--- src/rtl/timing_sequencer.sv ---
// Sequence counter, one-hot timing decoder and S/R flag sequencer for the basic computer.
// Build option: define TSEQ_WDOG_EN to enable the sticky SC-overflow watchdog (tseq_err).
module timing_sequencer #(
  parameter int SC_WIDTH   = 4,
  parameter bit S_AT_RESET = 1'b0
) (
  input  logic                   clk,
  input  logic                   reset,
  input  logic                   start,
  input  logic                   hlt,
  input  logic                   sc_clr,
  input  logic                   ien,
  input  logic                   fgi,
  input  logic                   fgo,
  output logic [2**SC_WIDTH-1:0] t_out,
  output logic [SC_WIDTH-1:0]    sc_val,
  output logic                   s_flag,
  output logic                   r_flag,
  output logic                   ien_clr,
  output logic                   tseq_err
);

  typedef enum logic [1:0] {HALTED, FETCH, INTR} mode_t;

  mode_t               mode;
  logic [SC_WIDTH-1:0] sc_q, sc_d;
  logic                s_q, s_d;
  logic                r_q, r_d;
  logic                r_set;
  logic                at_t2;

  // Interrupt request is only honoured outside T0..T2 so a fetch in flight is never split.
  assign at_t2 = (int'(sc_q) == 2);
  assign r_set = ien & (fgi | fgo) & (int'(sc_q) > 2);

`ifdef TSEQ_WDOG_EN
  localparam logic [SC_WIDTH-1:0] SC_MAX = '1;
  logic err_q, err_d;
`endif

  always_ff @(posedge clk or negedge reset) begin
    if (!reset) begin
      sc_q  <= '0;
      s_q   <= S_AT_RESET;
      r_q   <= 1'b0;
`ifdef TSEQ_WDOG_EN
      err_q <= 1'b0;
`endif
    end else begin
      sc_q  <= sc_d;
      s_q   <= s_d;
      r_q   <= r_d;
`ifdef TSEQ_WDOG_EN
      err_q <= err_d;
`endif
    end
  end

  always_comb begin
    sc_d  = sc_q;
    s_d   = s_q;
    r_d   = r_q;
    mode  = !s_q ? HALTED : (r_q ? INTR : FETCH);
`ifdef TSEQ_WDOG_EN
    err_d = err_q;
`endif
    case (mode)
      HALTED: begin
        sc_d = '0;
        if (start && !hlt) s_d = 1'b1;
      end
      FETCH: begin
        sc_d = sc_clr ? '0 : sc_q + 1'b1;
        if (r_set) r_d = 1'b1;
      end
      INTR: begin
        if (at_t2) begin
          r_d  = 1'b0;
          sc_d = '0;
        end else begin
          sc_d = sc_clr ? '0 : sc_q + 1'b1;
        end
      end
      default: sc_d = '0;
    endcase
`ifdef TSEQ_WDOG_EN
    if (mode != HALTED && sc_q == SC_MAX && !sc_clr) begin
      err_d = 1'b1;
      s_d   = 1'b0;
      sc_d  = '0;
    end
`endif
    // HLT overrides everything else but leaves R so an interrupt cycle resumes on restart.
    if (hlt) begin
      s_d  = 1'b0;
      sc_d = '0;
      r_d  = r_q;
    end
  end

  always_comb begin
    t_out = '0;
    if (s_q) t_out[sc_q] = 1'b1;
  end

  assign sc_val  = sc_q;
  assign s_flag  = s_q;
  assign r_flag  = r_q;
  assign ien_clr = r_q & t_out[2];
`ifdef TSEQ_WDOG_EN
  assign tseq_err = err_q;
`else
  assign tseq_err = 1'b0;
`endif

endmodule
--- config.mk ---
export PLATFORM = sky130hd
export DESIGN_NAME = timing_sequencer
export DESIGN_NICKNAME = d
export VERILOG_FILES = /design/src/rtl/timing_sequencer.sv
export SDC_FILE = /design/constraint.sdc
export NUM_CORES = 1
export LEC_CHECK = 0
export CORE_UTILIZATION = 28
export CTS_CLUSTER_SIZE = 14
export DETAILED_ROUTE_END_ITERATION = 16
export PLACE_DENSITY = 0.68
export SYNTH_ARGS = -nofsm -noshare
export SYNTH_HDL_FRONTEND = slang
export SYNTH_SLANG_ARGS = --single-unit
--- constraint.sdc ---
create_clock -name clk -period 1.9 [get_ports clk]
set_input_delay 0.285 -clock clk [delete_from_list [all_inputs] [get_ports clk]]
set_output_delay 0.285 -clock clk [all_outputs]
set_load 0.005 [all_outputs]
==> flow_metrics.env, run 1 <==
export IMPL_status="complete, no violations"
export IMPL_crit_type="reg -> out"
export IMPL_synthFlopType="dfrtp_1"
export IMPL_drv_cap=0
export IMPL_synthArstFlopShare_pct=100
export IMPL_synth_nets=72
export IMPL_peakVddDrop_uv=357
export IMPL_max_freq_ghz=0.533
export IMPL_detailed_place_hpwl_microns=1060
export IMPL_clock_sinks=6
export IMPL_final_util_pct=58.7
export IMPL_clkSlewWorstSetupHoldPaths_ns=0.05
export IMPL_vias_per_cell=4.83
export IMPL_first_pass_iters=6
export IMPL_syn_to_final_growth_pct=86.6
export IMPL_met1_length_microns=608
export IMPL_power_leakage_uw=0.000556
export IMPL_numCtsBuffers=3
export IMPL_yosys_warnings=0
export IMPL_drc=0
export IMPL_routed_top_layer="met3"
export IMPL_yosysUniqueCellTypes=28
export IMPL_wirelength_microns=1430
export IMPL_drt_wirelength_per_cell_microns=12.4
export IMPL_clockBufferDepth=2
export IMPL_hold_path_class="in -> async"
export IMPL_num_vias=556
export IMPL_ant_nets=0
export IMPL_fin_crit_sh_pct=98.7
export IMPL_reg2regPathDepth=6
export IMPL_antenna_found_initial=0
export IMPL_fp_coreArea_sq_mm=0.00158
export IMPL_dieArea_sq_mm=0.00194
export IMPL_first_global_vias=504
export IMPL_finalNetCount=113
export IMPL_cts_max_level=1
export IMPL_critPathLaunchType="flip-flop"
export IMPL_synth_cells=60
export IMPL_root_buffer="clkbuf_4"
export IMPL_crit_path_end_kind="output port"
export IMPL_final_hold_violation_count=0
export IMPL_fin_crit_ns=1.88
export IMPL_holdWs_ns=0.283
export IMPL_die_height_microns=44.1
export IMPL_grt_max_degree=17
export IMPL_drive_above_1_share_pct=22.2
export IMPL_p_total_uw=302
export IMPL_syn_area_sq_um=495
export IMPL_skew_ns=0.00736
export IMPL_dr_wl_met3_microns=70
export IMPL_final_max_slew_viol_count=0
export IMPL_antenna_cells=0
export IMPL_drt_iter0_drc=12
export IMPL_grtUsageTotal_pct=15.3
export IMPL_grt_overflow_total=0
export IMPL_postCtsHoldBufs=0
export IMPL_finalSetupViolCount=0
export IMPL_ios=32
export IMPL_insertion_delay_ns=0.24
export IMPL_synth_seq_cells=6
export IMPL_start_util_pct=31.4
export IMPL_place_area_sq_um=837
export IMPL_syn_avg_cell_area_sq_um=8.26
export IMPL_wl_met2_microns=749
export IMPL_portBuffers=30
export IMPL_yosysSeqAreaShare_pct=30.3
export IMPL_design_area_sq_um=925
export IMPL_grt_pass1_wl_microns=2210
export IMPL_required_ns=1.62
export IMPL_fp_dieW_microns=44.1
export IMPL_num_rows=14
export IMPL_p_per_area_mw_per_mm2=326
export IMPL_worstPathMaxFanout=5
export IMPL_gp_congestion=0.764
export IMPL_synth_edff_count=0
export IMPL_cts_tree="done"
export IMPL_cp_arrival_ns=1.59
layer usage:
metal	up-vias	global-route usage, %
met5	-	0
met4	0	5.45
met3	0	2.45
met2	17	26.2
met1	256	19.5
li1	283	-
cell usage after synthesis (2+ instances only):
master / number / area, sq um
and3_1: 6 / 37.5
inv_1: 2 / 7.51
nand2_1: 2 / 7.51
ha_1: 4 / 50.1
nand3b_1: 2 / 15.0
and2_1: 2 / 12.5
nor3b_1: 2 / 15.0
dfrtp_1: 6 / 150
nor2_1: 11 / 41.3
nand2b_1: 5 / 31.3
path summary, 6_finish.rpt:
path / start / end / slack [ns]
min in group clk: start / s_flag$_DFFE_PN0P_ / 0.61
max in group asynchronous: reset / s_flag$_DFFE_PN0P_ / 1.38
min: reset / sc_val[1]$_DFF_PN0_ / 0.28
min reg2reg: r_flag$_DFFE_PN0P_ / r_flag$_DFFE_PN0P_ / 0.62
max reg2reg: sc_val[0]$_DFF_PN0_ / sc_val[1]$_DFF_PN0_ / 0.61
max: sc_val[1]$_DFF_PN0_ / t_out[15] / 0.02
critical path, stage by stage, from the launching register on:
cell,delay (ns)
dfrtp_2,0.43
buf_4,0.15
ha_4,0.17
and3_1,0.16
clkdlybuf4s50_1,0.44
report_power, final:
group / total [uW] / switching, uW / leakage, uW / internal, uW
clock network: 114 / 42.8 / 0.0000138 / 71.2
registers: 136 / 4.68 / 0.0000791 / 131
logic: 51.6 / 19.1 / 0.000464 / 32.5
total: 302 / 66.6 / 0.000556 / 235
cell families after synthesis:
group	after synthesis	share of synthesized area [%]
XOR/XNOR	1	1.77
buffers and inverters	5	4.80
AO/OA/AOI/OAI	5	6.06
flip-flops	6	30.3
adder cells (fa/ha/maj)	4	10.1
other	1	0.757
AND/OR/NAND/NOR	38	46.2
sequential cells by signal, summed over array words and instances (netlist names):
register and count:
sc_val 4, s_flag 1, r_flag 1
layout make-up:
| class | instances | area, sq um |
|---|---|---|
| fill | 150 | 652 |
| timing repair buffer | 39 | 383 |
| multi-input combinational | 49 | 339 |
| sequential | 6 | 153 |
| clock buffer | 3 | 22.5 |
| tap | 16 | 20.0 |
| inverter | 2 | 7.51 |
timing repair:
item,CTS,global route
pin swaps,1,0
setup endpoints to repair,14,11
resized for setup,12,12
buffers inserted,3,1
cell usage in the layout (no fill, tap or decap), types with 2 or more instances in the layout:
master,n
nand2b_1,5
buf_4,8
nor3b_1,2
and2_1,2
and3_1,6
inv_2,2
dlygate4sd2_1,7
dlymetal6s2s_1,8
clkdlybuf4s50_1,15
nand2_1,2
nand3b_1,2
nor2_1,11
dfrtp_2,2
dfrtp_1,4
ha_2,2
clkbuf_4,3
stage by stage:
| stage | instances | setup slack (ns) | setup TNS, ns |
|---|---|---|---|
| after global routing | 115 | -0.00323 | -0.00323 |
| final | 115 | 0.0244 | 0 |
| after CTS | 114 | -0.0109 | -0.0213 |
| after detailed placement | 108 | 0.101 | 0 |
| after global placement | 108 | 0.119 | 0 |
| after floorplan | 60 | 0.523 | 0 |
Note: power is estimated with default switching activity, not from simulation.
==> run 2: changes to the inputs <==
--- a/config.mk
+++ b/config.mk
@@ -5,10 +5,11 @@
 export SDC_FILE = /design/constraint.sdc
 export NUM_CORES = 1
 export LEC_CHECK = 0
+export CAP_MARGIN = 20
 export CORE_UTILIZATION = 28
 export CTS_CLUSTER_SIZE = 14
 export DETAILED_ROUTE_END_ITERATION = 16
-export PLACE_DENSITY = 0.68
+export PLACE_DENSITY = 0.61
 export SYNTH_ARGS = -nofsm -noshare
 export SYNTH_HDL_FRONTEND = slang
 export SYNTH_SLANG_ARGS = --single-unit
==> run 2 against run 1 <==
Effect of this change:
- highest routed layer is now met4
- wire length up 13%
- combinational power increased by 8.5%
- power up 5.3%
==> flow_metrics.env, run 2 (synthesis gave the netlist of run 1 again) <==
export IMPL_clkSlewWorstSetupHoldPaths_ns=0.05
export IMPL_cp_arrival_ns=1.60
export IMPL_status="complete, no violations"
export IMPL_p_per_area_mw_per_mm2=311
export IMPL_fill_cells=143
export IMPL_final_max_slew_viol_count=0
export IMPL_fin_crit_sh_pct=99.3
export IMPL_grt_pass1_wl_microns=2410
export IMPL_gp_congestion=0.737
export IMPL_finalSetupViolCount=0
export IMPL_portBuffers=30
export IMPL_drt_iter0_drc=10
export IMPL_fp_coreArea_sq_mm=0.00158
export IMPL_critPathLaunchType="flip-flop"
export IMPL_wirelength_microns=1620
export IMPL_syn_to_final_growth_pct=106
export IMPL_antenna_cells=0
export IMPL_insertion_delay_ns=0.25
export IMPL_drt_wirelength_per_cell_microns=13.2
export IMPL_required_ns=1.62
export IMPL_drv_cap=0
export IMPL_reg2regPathDepth=11
export IMPL_numCtsBuffers=3
export IMPL_crit_type="reg -> out"
export IMPL_die_height_microns=44.1
export IMPL_rsz0062_at_grt="true"
export IMPL_hold_path_class="in -> async"
export IMPL_dieArea_sq_mm=0.00194
export IMPL_layout_common_cells="15 x clkdlybuf4s50_1, 15 x buf_4, 11 x nor2_1"
export IMPL_fin_crit_ns=1.89
export IMPL_cts_tree="done"
export IMPL_cts_max_level=1
export IMPL_final_hold_violation_count=0
export IMPL_clock_sinks=6
export IMPL_detailed_place_hpwl_microns=1050
export IMPL_largest_reg_flops=4
export IMPL_path_cells="inv_2 -> ha_2 -> and3_1 -> clkdlybuf4s50_1"
export IMPL_first_global_vias=550
export IMPL_antenna_found_initial=0
export IMPL_crit_path_end_kind="output port"
export IMPL_placed_cells=109
export IMPL_num_vias=592
export IMPL_worstPathMaxFanout=4
export IMPL_start_util_pct=31.4
export IMPL_ant_nets=0
export IMPL_clockBufferDepth=2
export IMPL_ios=32
export IMPL_drc=0
export IMPL_skew_ns=0.00776
export IMPL_r2r_setup_slack_ns=0.02
export IMPL_drive_above_1_share_pct=30.8
export IMPL_postCtsHoldBufs=0
export IMPL_crit_start="sc_val[1]$_DFF_PN0_"
export IMPL_cp_slowest_cell="clkdlybuf4s50_1"
export IMPL_first_pass_iters=6
export IMPL_max_freq_ghz=0.530
export IMPL_vias_per_cell=4.81
export IMPL_num_rows=14
export IMPL_rr_startpoint="sc_val[0]$_DFF_PN0_"
export IMPL_finalNetCount=121
export IMPL_grtUsageTotal_pct=17.6
export IMPL_final_cell_count_no_fill=123
export IMPL_grt_max_degree=12
export IMPL_fp_dieW_microns=44.1
export IMPL_holdWs_ns=0.267
export IMPL_critPathMaxStageDelay_ns=0.49
export IMPL_root_buffer="clkbuf_4"
export IMPL_power_leakage_uw=0.000596
export IMPL_peakVddDrop_uv=350
export IMPL_grt_overflow_total=0
export IMPL_reg2reg_to="r_flag$_DFFE_PN0P_"
## run 2: cell count changes in the layout (fill, tap and decap cells not counted), sizes merged
cell | previous run | this run
buf | 9 | 17
## run 2: report_power, final
group / leakage (uW) / switching, uW / internal (uW)
Combinational: 0.000505 / 21.1 / 34.9
Sequential: 0.0000774 / 5.57 / 131
Clock: 0.0000138 / 53.0 / 71.9
Total: 0.000596 / 79.7 / 238
## run 2: cell type report
cell class,instances,area [sq um],area share (%)
Inverter,2,7.51,0.735
Sequential cell,6,154,15.1
Clock buffer,3,22.5,2.21
Tap cell,16,20.0,1.96
Timing Repair Buffer,47,447,43.7
Multi-Input combinational cell,49,370,36.3
## run 2: worst max-delay path by stage
stage	end	slack, ns
3_3_place_gp	t_out[9]	0.11
5_1_grt	r_flag$_DFFE_PN0P_	-0.04
3_5_place_dp	t_out[9]	0.12
4_1_cts	r_flag$_DFFE_PN0P_	-0.07
6_report	t_out[12]	0.01
2_1_floorplan	ien_clr	0.52
## run 2: metrics by stage
stage / utilization [%] / power (uW) / area [sq um] / TNS [ns] / setup WS, ns
2_1_floorplan: - / 153 / 495 / 0 / 0.523
3_3_place_gp: 53.6 / 188 / 845 / 0 / 0.107
3_5_place_dp: 53.6 / 188 / 845 / 0 / 0.123
4_1_cts: 60.3 / 318 / 951 / -0.212 / -0.0739
5_1_grt: 64.8 / 338 / 1020 / -0.0815 / -0.0448
6_report: 64.8 / 318 / 1020 / 0 / 0.0129
## run 2: per-layer routing
metal  share of wire [%]  global-route usage, %
met5                   0                      0
met4                 2.2                   12.7
met3                 4.3                   2.45
met2                  51                   30.6
met1                  42                   19.4
## run 2: critical path, delay by kind of cell, from the launching register on
kind                       cells  cell delay (ns)
adders and majority gates      1             0.18
DFF                            1             0.44
buffers and inverters          2             0.58
and+or+nand+nor                1             0.15
## run 2: repair_timing
| action | CTS | global route |
|---|---|---|
| gates cloned | 0 | 0 |
| buffers inserted | 10 | 2 |
| pin swaps | 1 | 2 |
| setup endpoints to repair | 16 | 12 |
| resized for setup | 14 | 16 |
